--- src/rtl/uart_tx_sched_pkg.sv ---
// uart_tx_sched_pkg: shared state encoding and byte helpers for the UART
// packet scheduler.
package uart_tx_sched_pkg;

  localparam int STATE_W = 3;

  typedef enum logic [STATE_W-1:0] {
    ST_IDLE      = 3'd0,
    ST_HDR       = 3'd1,
    ST_WAIT_HDR  = 3'd2,
    ST_DATA      = 3'd3,
    ST_WAIT_DATA = 3'd4,
    ST_CSUM      = 3'd5,
    ST_WAIT_CSUM = 3'd6
  } state_e;

  // Header byte: base pattern with the requester id in its low bits.
  function automatic logic [7:0] hdr_byte(input logic [7:0] base, input logic [7:0] id);
    return base | id;
  endfunction

  // One step of the running XOR checksum.
  function automatic logic [7:0] xor_acc(input logic [7:0] acc, input logic [7:0] b);
    return acc ^ b;
  endfunction

endpackage

--- src/rtl/rr_arbiter.sv ---
// rr_arbiter: combinational round-robin pick. The first request at or after
// ptr_i (wrapping at N) wins; gnt_o is one-hot, id_o its encoded index.
module rr_arbiter #(
  parameter int N   = 4,
  parameter int IDW = $clog2(N)
) (
  input  logic [N-1:0]   req_i,
  input  logic [IDW-1:0] ptr_i,
  output logic [N-1:0]   gnt_o,
  output logic [IDW-1:0] id_o,
  output logic           valid_o
);

  // Scan N positions starting at the pointer and keep the first hit.
  always_comb begin : p_scan
    int             raw;
    logic [IDW-1:0] idx;
    gnt_o   = '0;
    id_o    = '0;
    valid_o = 1'b0;
    raw     = 0;
    idx     = '0;
    for (int i = 0; i < N; i++) begin
      raw = int'(ptr_i) + i;
      if (raw >= N) begin
        idx = IDW'(raw - N);
      end else begin
        idx = IDW'(raw);
      end
      if (!valid_o && req_i[idx]) begin
        gnt_o[idx] = 1'b1;
        id_o       = idx;
        valid_o    = 1'b1;
      end else begin
        valid_o = valid_o;
      end
    end
  end

endmodule

--- src/rtl/uart_tx_sched.sv ---
// uart_tx_sched: packet-level round-robin scheduler sharing one UART_TX among
// NUM_REQ byte-stream requesters. Each packet is header, payload up to the
// byte flagged last, then (with UART_TX_SCHED_CSUM_EN defined) an XOR
// checksum byte. All outputs are registered.
module uart_tx_sched
  import uart_tx_sched_pkg::*;
#(
  parameter int          NUM_REQ     = 4,
  parameter logic [7:0]  HDR_BASE    = 8'hA0,
  parameter int          GAP_TIMEOUT = 4096
) (
  input  logic                 i_Clock,
  input  logic                 i_Rst_L,
  input  logic [NUM_REQ-1:0]   i_Req_Valid,
  input  logic [8*NUM_REQ-1:0] i_Req_Byte,
  input  logic [NUM_REQ-1:0]   i_Req_Last,
  output logic [NUM_REQ-1:0]   o_Req_Ready,
  output logic [NUM_REQ-1:0]   o_Grant,
  output logic                 o_TX_Valid,
  output logic [7:0]           o_TX_Byte,
  input  logic                 i_TX_Busy,
  input  logic                 i_TX_Done,
  output logic                 o_Abort,
  output logic                 o_Pkt_Done
);

  localparam int IDW = $clog2(NUM_REQ);
  localparam int GW  = (GAP_TIMEOUT > 2) ? $clog2(GAP_TIMEOUT) : 1;
  localparam logic [GW-1:0]  GAP_MAX = GW'(GAP_TIMEOUT - 1);
  localparam logic [IDW-1:0] ID_MAX  = IDW'(NUM_REQ - 1);

  state_e               state_q, state_d;
  logic [NUM_REQ-1:0]   grant_q, grant_d;
  logic [NUM_REQ-1:0]   ready_q, ready_d;
  logic [IDW-1:0]       id_q, id_d;
  logic [IDW-1:0]       rr_q, rr_d;
  logic [GW-1:0]        gap_q, gap_d;
  logic                 tx_valid_q, tx_valid_d;
  logic [7:0]           tx_byte_q, tx_byte_d;
  logic                 last_q, last_d;
  logic                 abort_q, abort_d;
  logic                 pkt_done_q, pkt_done_d;
`ifdef UART_TX_SCHED_CSUM_EN
  logic [7:0]           csum_q, csum_d;
`endif

  logic [7:0]           req_byte_s [NUM_REQ];
  logic [NUM_REQ-1:0]   arb_gnt_s;
  logic [IDW-1:0]       arb_id_s;
  logic                 arb_valid_s;
  logic [IDW-1:0]       rr_next_s;
  logic                 cur_valid_s;
  logic                 cur_last_s;
  logic [7:0]           cur_byte_s;
  logic [7:0]           hdr_s;

  for (genvar k = 0; k < NUM_REQ; k++) begin : g_unpack
    assign req_byte_s[k] = i_Req_Byte[8*k +: 8];
  end

  rr_arbiter #(.N(NUM_REQ), .IDW(IDW)) u_arb (
    .req_i   (i_Req_Valid),
    .ptr_i   (rr_q),
    .gnt_o   (arb_gnt_s),
    .id_o    (arb_id_s),
    .valid_o (arb_valid_s)
  );

  assign cur_valid_s = i_Req_Valid[id_q];
  assign cur_last_s  = i_Req_Last[id_q];
  assign cur_byte_s  = req_byte_s[id_q];
  assign hdr_s       = hdr_byte(HDR_BASE, 8'(id_q));
  // The requester just serviced drops to lowest priority.
  assign rr_next_s   = (id_q == ID_MAX) ? '0 : id_q + IDW'(1);

  // State and output registers; reset clears everything and returns to IDLE.
  always_ff @(posedge i_Clock) begin
    if (!i_Rst_L) begin
      state_q    <= ST_IDLE;
      grant_q    <= '0;
      ready_q    <= '0;
      id_q       <= '0;
      rr_q       <= '0;
      gap_q      <= '0;
      tx_valid_q <= 1'b0;
      tx_byte_q  <= 8'h00;
      last_q     <= 1'b0;
      abort_q    <= 1'b0;
      pkt_done_q <= 1'b0;
`ifdef UART_TX_SCHED_CSUM_EN
      csum_q     <= 8'h00;
`endif
    end else begin
      state_q    <= state_d;
      grant_q    <= grant_d;
      ready_q    <= ready_d;
      id_q       <= id_d;
      rr_q       <= rr_d;
      gap_q      <= gap_d;
      tx_valid_q <= tx_valid_d;
      tx_byte_q  <= tx_byte_d;
      last_q     <= last_d;
      abort_q    <= abort_d;
      pkt_done_q <= pkt_done_d;
`ifdef UART_TX_SCHED_CSUM_EN
      csum_q     <= csum_d;
`endif
    end
  end

  // Next-state logic: arbitration, byte issue, waiting on UART done, gap abort.
  always_comb begin
    state_d    = state_q;
    grant_d    = grant_q;
    ready_d    = '0;
    id_d       = id_q;
    rr_d       = rr_q;
    gap_d      = gap_q;
    tx_valid_d = 1'b0;
    tx_byte_d  = tx_byte_q;
    last_d     = last_q;
    abort_d    = 1'b0;
    pkt_done_d = 1'b0;
`ifdef UART_TX_SCHED_CSUM_EN
    csum_d     = csum_q;
`endif
    case (state_q)
      ST_IDLE: begin
        if (arb_valid_s) begin
          grant_d = arb_gnt_s;
          id_d    = arb_id_s;
          gap_d   = '0;
`ifdef UART_TX_SCHED_CSUM_EN
          csum_d  = 8'h00;
`endif
          state_d = ST_HDR;
        end else begin
          state_d = ST_IDLE;
        end
      end
      ST_HDR: begin
        if (!i_TX_Busy) begin
          tx_valid_d = 1'b1;
          tx_byte_d  = hdr_s;
`ifdef UART_TX_SCHED_CSUM_EN
          csum_d     = xor_acc(csum_q, hdr_s);
`endif
          state_d    = ST_WAIT_HDR;
        end else begin
          state_d = ST_HDR;
        end
      end
      ST_WAIT_HDR: begin
        if (i_TX_Done) begin
          gap_d   = '0;
          state_d = ST_DATA;
        end else begin
          state_d = ST_WAIT_HDR;
        end
      end
      ST_DATA: begin
        if (cur_valid_s && !i_TX_Busy) begin
          ready_d    = grant_q;
          tx_valid_d = 1'b1;
          tx_byte_d  = cur_byte_s;
          last_d     = cur_last_s;
          gap_d      = '0;
`ifdef UART_TX_SCHED_CSUM_EN
          csum_d     = xor_acc(csum_q, cur_byte_s);
`endif
          state_d    = ST_WAIT_DATA;
        end else if (gap_q == GAP_MAX) begin
          // Already-sent bytes stay on the wire; only the grant is dropped.
          abort_d = 1'b1;
          grant_d = '0;
          rr_d    = rr_next_s;
          gap_d   = '0;
          state_d = ST_IDLE;
        end else if (!cur_valid_s) begin
          gap_d = gap_q + GW'(1);
        end else begin
          gap_d = gap_q;
        end
      end
      ST_WAIT_DATA: begin
        if (i_TX_Done && !last_q) begin
          state_d = ST_DATA;
        end else if (i_TX_Done) begin
`ifdef UART_TX_SCHED_CSUM_EN
          state_d    = ST_CSUM;
`else
          pkt_done_d = 1'b1;
          grant_d    = '0;
          rr_d       = rr_next_s;
          state_d    = ST_IDLE;
`endif
        end else begin
          state_d = ST_WAIT_DATA;
        end
      end
`ifdef UART_TX_SCHED_CSUM_EN
      ST_CSUM: begin
        if (!i_TX_Busy) begin
          tx_valid_d = 1'b1;
          tx_byte_d  = csum_q;
          state_d    = ST_WAIT_CSUM;
        end else begin
          state_d = ST_CSUM;
        end
      end
      ST_WAIT_CSUM: begin
        if (i_TX_Done) begin
          pkt_done_d = 1'b1;
          grant_d    = '0;
          rr_d       = rr_next_s;
          state_d    = ST_IDLE;
        end else begin
          state_d = ST_WAIT_CSUM;
        end
      end
`endif
      default: begin
        grant_d = '0;
        state_d = ST_IDLE;
      end
    endcase
  end

  assign o_Req_Ready = ready_q;
  assign o_Grant     = grant_q;
  assign o_TX_Valid  = tx_valid_q;
  assign o_TX_Byte   = tx_byte_q;
  assign o_Abort     = abort_q;
  assign o_Pkt_Done  = pkt_done_q;

endmodule

--- config.mk ---
export PLATFORM = sky130hd
export DESIGN_NAME = uart_tx_sched
export DESIGN_NICKNAME = d
export VERILOG_FILES = /design/src/rtl/uart_tx_sched_pkg.sv /design/src/rtl/rr_arbiter.sv /design/src/rtl/uart_tx_sched.sv
export SDC_FILE = /design/constraint.sdc
export NUM_CORES = 1
export LEC_CHECK = 0
export CAP_MARGIN = 30
export CORE_ASPECT_RATIO = 2
export CORE_MARGIN = 2
export CORE_UTILIZATION = 49
export DETAILED_ROUTE_END_ITERATION = 16
export PLACE_DENSITY_LB_ADDON = 0.2
export REMOVE_ABC_BUFFERS = 1
export SLEW_MARGIN = 25
export SYNTH_ARGS = -nofsm -noshare
export SYNTH_HDL_FRONTEND = slang
export SYNTH_HIERARCHICAL = 1
export SYNTH_SLANG_ARGS = --single-unit
--- constraint.sdc ---
create_clock -name i_Clock -period 3.3 [get_ports i_Clock]
set_input_delay 0.66 -clock i_Clock [delete_from_list [all_inputs] [get_ports i_Clock]]
set_output_delay 0.66 -clock i_Clock [all_outputs]
set_load 0.05 [all_outputs]
==> summary.md <==
| Metric | Value |
|---|---|
| Reg2reg end | gap_q[0]$_SDFFE_PN0P_ |
| Ys flop type | dfxtp_1 |
| Most common cell after layout, fill and taps aside | clkdlybuf4s50_1 |
| First-pass DRT Iterations | 4 |
| Top cells by area, synth | dfxtp_1 31%, mux4_2 9.0%, mux2i_1 5.2%, nand2_1 3.9%, nor2_1 3.9% |
| Hold Crit Depth | 2 |
| Top-area cell type share of the netlist area | approximately 31% |
| Setup Viol. Count Final | 0 |
| # port buffers | 62 |
| RSZ-0062 raised after global routing | no |
| Fin cells | 395 |
| Total Neg Setup Slack | 0 ns |
| Leakage | 1.172 nW |
| Worst-path fanout max | 10 |
| N_diodes | 0 |
| Layout Nets | 388 |
| Tmin final | 2.807 ns |
| Core area | a little under 5000 sq um |
| Maximum clock insertion buffer count | 2 |
| Die Area | around 5700 sq um |
| Yosys reg bits | 39 |
| DRT antenna net count | 0 |
| Setup ws final | 0.4931 ns |
| Critical path capture point type | flop |
| Number of fill cells | between 400 and 500 |
| Post-synthesis sequential area ratio | 31.29% |
| Clock-pin slew on the worst setup and hold paths | about 0.080 ns |
| Pre-CTS setup slack | 0.2129 ns |
| Via density | 5.954 |
| Final Max Tran Viols | 0 |
| Mapped cell area | 2495 sq um |
| Layout cells sized above 1 | 12.43% |
| Cells after DPL | 387 |
| Gate Count Post-Synth | 274 |
| Final HPWL DP | 5.101 mm |
| GP Congestion | 0.8935 |
| Initial Util | 50.82% |
| Max-cap violation count | 0 |
| Die Width | 54.46 microns |
| Root Driver | clkbuf_8 |
| Post-synth ARST share | 0% |
| Maximum VDD drop | 338.3 uV |
| Largest net degree at the start of global routing | 16 |
| Critical path type | input pin to flop |
| Final core occ | between 60 and 70% |
| I/O pin count | 63 |
| Post-CTS Hold Buffers | 0 |
| R2r startpoint | rr_q[1]$_SDFFE_PN0P_ |
| Skew-Pair Late Insertion Delay | roughly 0.3 ns |
| Commonest non-fill, non-tap cells in the layout | 62 x clkdlybuf4s50_1, 39 x dfxtp_1, 26 x nor2_1, 26 x nand2_1, 17 x a21oi_1 |
| First-pass GRT wire length | 10.67 mm |
| Initial antenna violation count | 0 |
| Drt initial violations | 80 |
| TritonCTS clock tree | yes |
| Critical Path RT | about 3.5 ns |
| R2R depth | 8 |
| Num rows | 36 |
| Post-CTS Resized | 0 |
| Hold_sp | o_TX_Byte[6]$_SDFFE_PN0P_ |
| Peak Freq | 356.3 MHz |
| Period Utilization, post-route | 85.06% |
| Vias in the first global route | about 2.3k |
| Hold path endpoint | o_TX_Byte[6]$_SDFFE_PN0P_ |
| Postcts setup bufs | 0 |
| Clk_skew | roughly 0.0059 ns |
| GRT Total Usage | 25.15% |
| Routed WL | about 6.5 mm |
| Startpoint Class | input pin |
| Number of flops mapped to enable cells by yosys | 0 |
| Worst Tran Pin Value | 0.6651 ns |
| R2r setup slk | 0.71 ns |
| Routed len/inst | 16.47 microns |
| Cts bufs inserted | 5 |
| Number of synthesis warnings | 6 |
| Grt total ovfl | 0 |
| DRC viols | 0 |
| Die Ht | 104.9 microns |
| Final Hold Viols | 0 |
| Status | finished, final reports clean |
| Slew headroom | 55.33% |
| Via count | between 2k and 2.5k |
| Syn Area/Cell | 9.105 sq um |
| Synth-to-Final Area Change | 31.19% |
| Sink Count | 39 |
| Power per cell area | slightly above 400 nW/um^2 |
| Post-synthesis cell type count | 54 |
| Yosys top cell by area | dfxtp_1 |
| Worst hold path type | flop to flop |
| Data arrival time of the critical path | 3.01 ns |
| Htree depth | 2 |
-- layer usage --
layer	GRT usage (%)	share of wire, %	routed length, microns	vias up
met5	0	0	0	-
met1	26.03	35	2302	1118
met2	44.75	58	3751	58
met3	3.571	3.0	194	19
li1	-	-	-	1157
met4	13.75	3.9	255	0
-- state kept, by name, summed over array words and instances (netlist names) --
| register | cells |
|---|---|
| o_TX_Byte | 8 |
| rr_q | 2 |
| o_Grant | 4 |
| o_Pkt_Done | 1 |
| o_Req_Ready | 4 |
| o_TX_Valid | 1 |
| id_q | 2 |
| state_q | 3 |
| o_Abort | 1 |
| last_q | 1 |
| gap_q | 12 |
-- cells by family after synthesis --
logic type      after synthesis  share of synthesized area, %
fa+ha+maj                     7                         3.510
compound gates               72                         19.31
buf+inv                      22                         4.664
mux                          28                         17.85
simple gates                106                         23.37
flops                        39                         31.29
-- per-stage QoR --
step,hold slack [ns],area [sq um],total power [W]
floorplan,0.4477,2409,0.0008048
global placement,0.4412,3161,0.0009427
detailed placement,0.4458,3161,0.0009490
CTS,0.4563,3273,0.001346
global route,0.4896,3273,0.001402
finish,0.4561,3273,0.001341
-- worst max-delay path, stage by stage --
cell and delay, ns:
clkdlybuf4s50_1 0.50, mux4_2 0.52, nor3_1 0.28, nand2b_1 0.13
or3b_2 0.20, a21o_1 0.14, a32o_1 0.37, o21ai_1 0.12
o31ai_1 0.08
-- cell usage after synthesis (2+ instances only) --
cell type	instances
mux2i_1	13
nor2b_1	4
o22ai_1	2
o21ai_1	10
o31ai_1	3
inv_1	8
ha_1	7
a311oi_1	2
and3_1	3
clkbuf_1	9
mux4_2	10
a22oi_1	8
a21oi_1	17
nand2_1	26
mux2_2	2
mux4_1	2
buf_6	4
dfxtp_1	39
a32o_1	2
nand4_1	4
or3b_2	2
o21ai_0	8
nor2_1	26
a21o_1	5
nand3_1	8
nor3_1	14
a31oi_1	4
nand2b_1	5
a41oi_1	2
-- layout make-up --
| type | instances | area (sq um) | share of cell area, % |
|---|---|---|---|
| multi-input cells | 213 | 1598 | 48.81 |
| flip-flops and latches | 39 | 780.7 | 23.85 |
| repair buffers | 70 | 680.7 | 20.80 |
| well taps | 57 | 71.32 | 2.179 |
| clock buffers | 5 | 68.82 | 2.102 |
| clock inverters | 3 | 43.79 | 1.338 |
| inverters | 8 | 30.03 | 0.9174 |
-- report_power, final --
group	leakage [nW]	internal [W]	switching, W	total, W
logic	0.798	0.000191	0.000219	0.000410
registers	0.316	0.000496	0.0000326	0.000528
clock network	0.0581	0.000225	0.000177	0.000402
-- worst max path at each step --
| stage | start | to |
|---|---|---|
| after floorplan | rr_q[0]$_SDFFE_PN0P_ | gap_q[0]$_SDFFE_PN0P_ |
| after global placement | i_Req_Valid[3] | gap_q[6]$_SDFFE_PN0P_ |
| after detailed placement | i_Req_Valid[3] | gap_q[6]$_SDFFE_PN0P_ |
| after CTS | i_Req_Valid[3] | gap_q[6]$_SDFFE_PN0P_ |
| after global routing | i_Req_Valid[3] | gap_q[9]$_SDFFE_PN0P_ |
| final | i_Req_Valid[3] | gap_q[6]$_SDFFE_PN0P_ |
No activity file was read; power rests on OpenSTA's default activity.
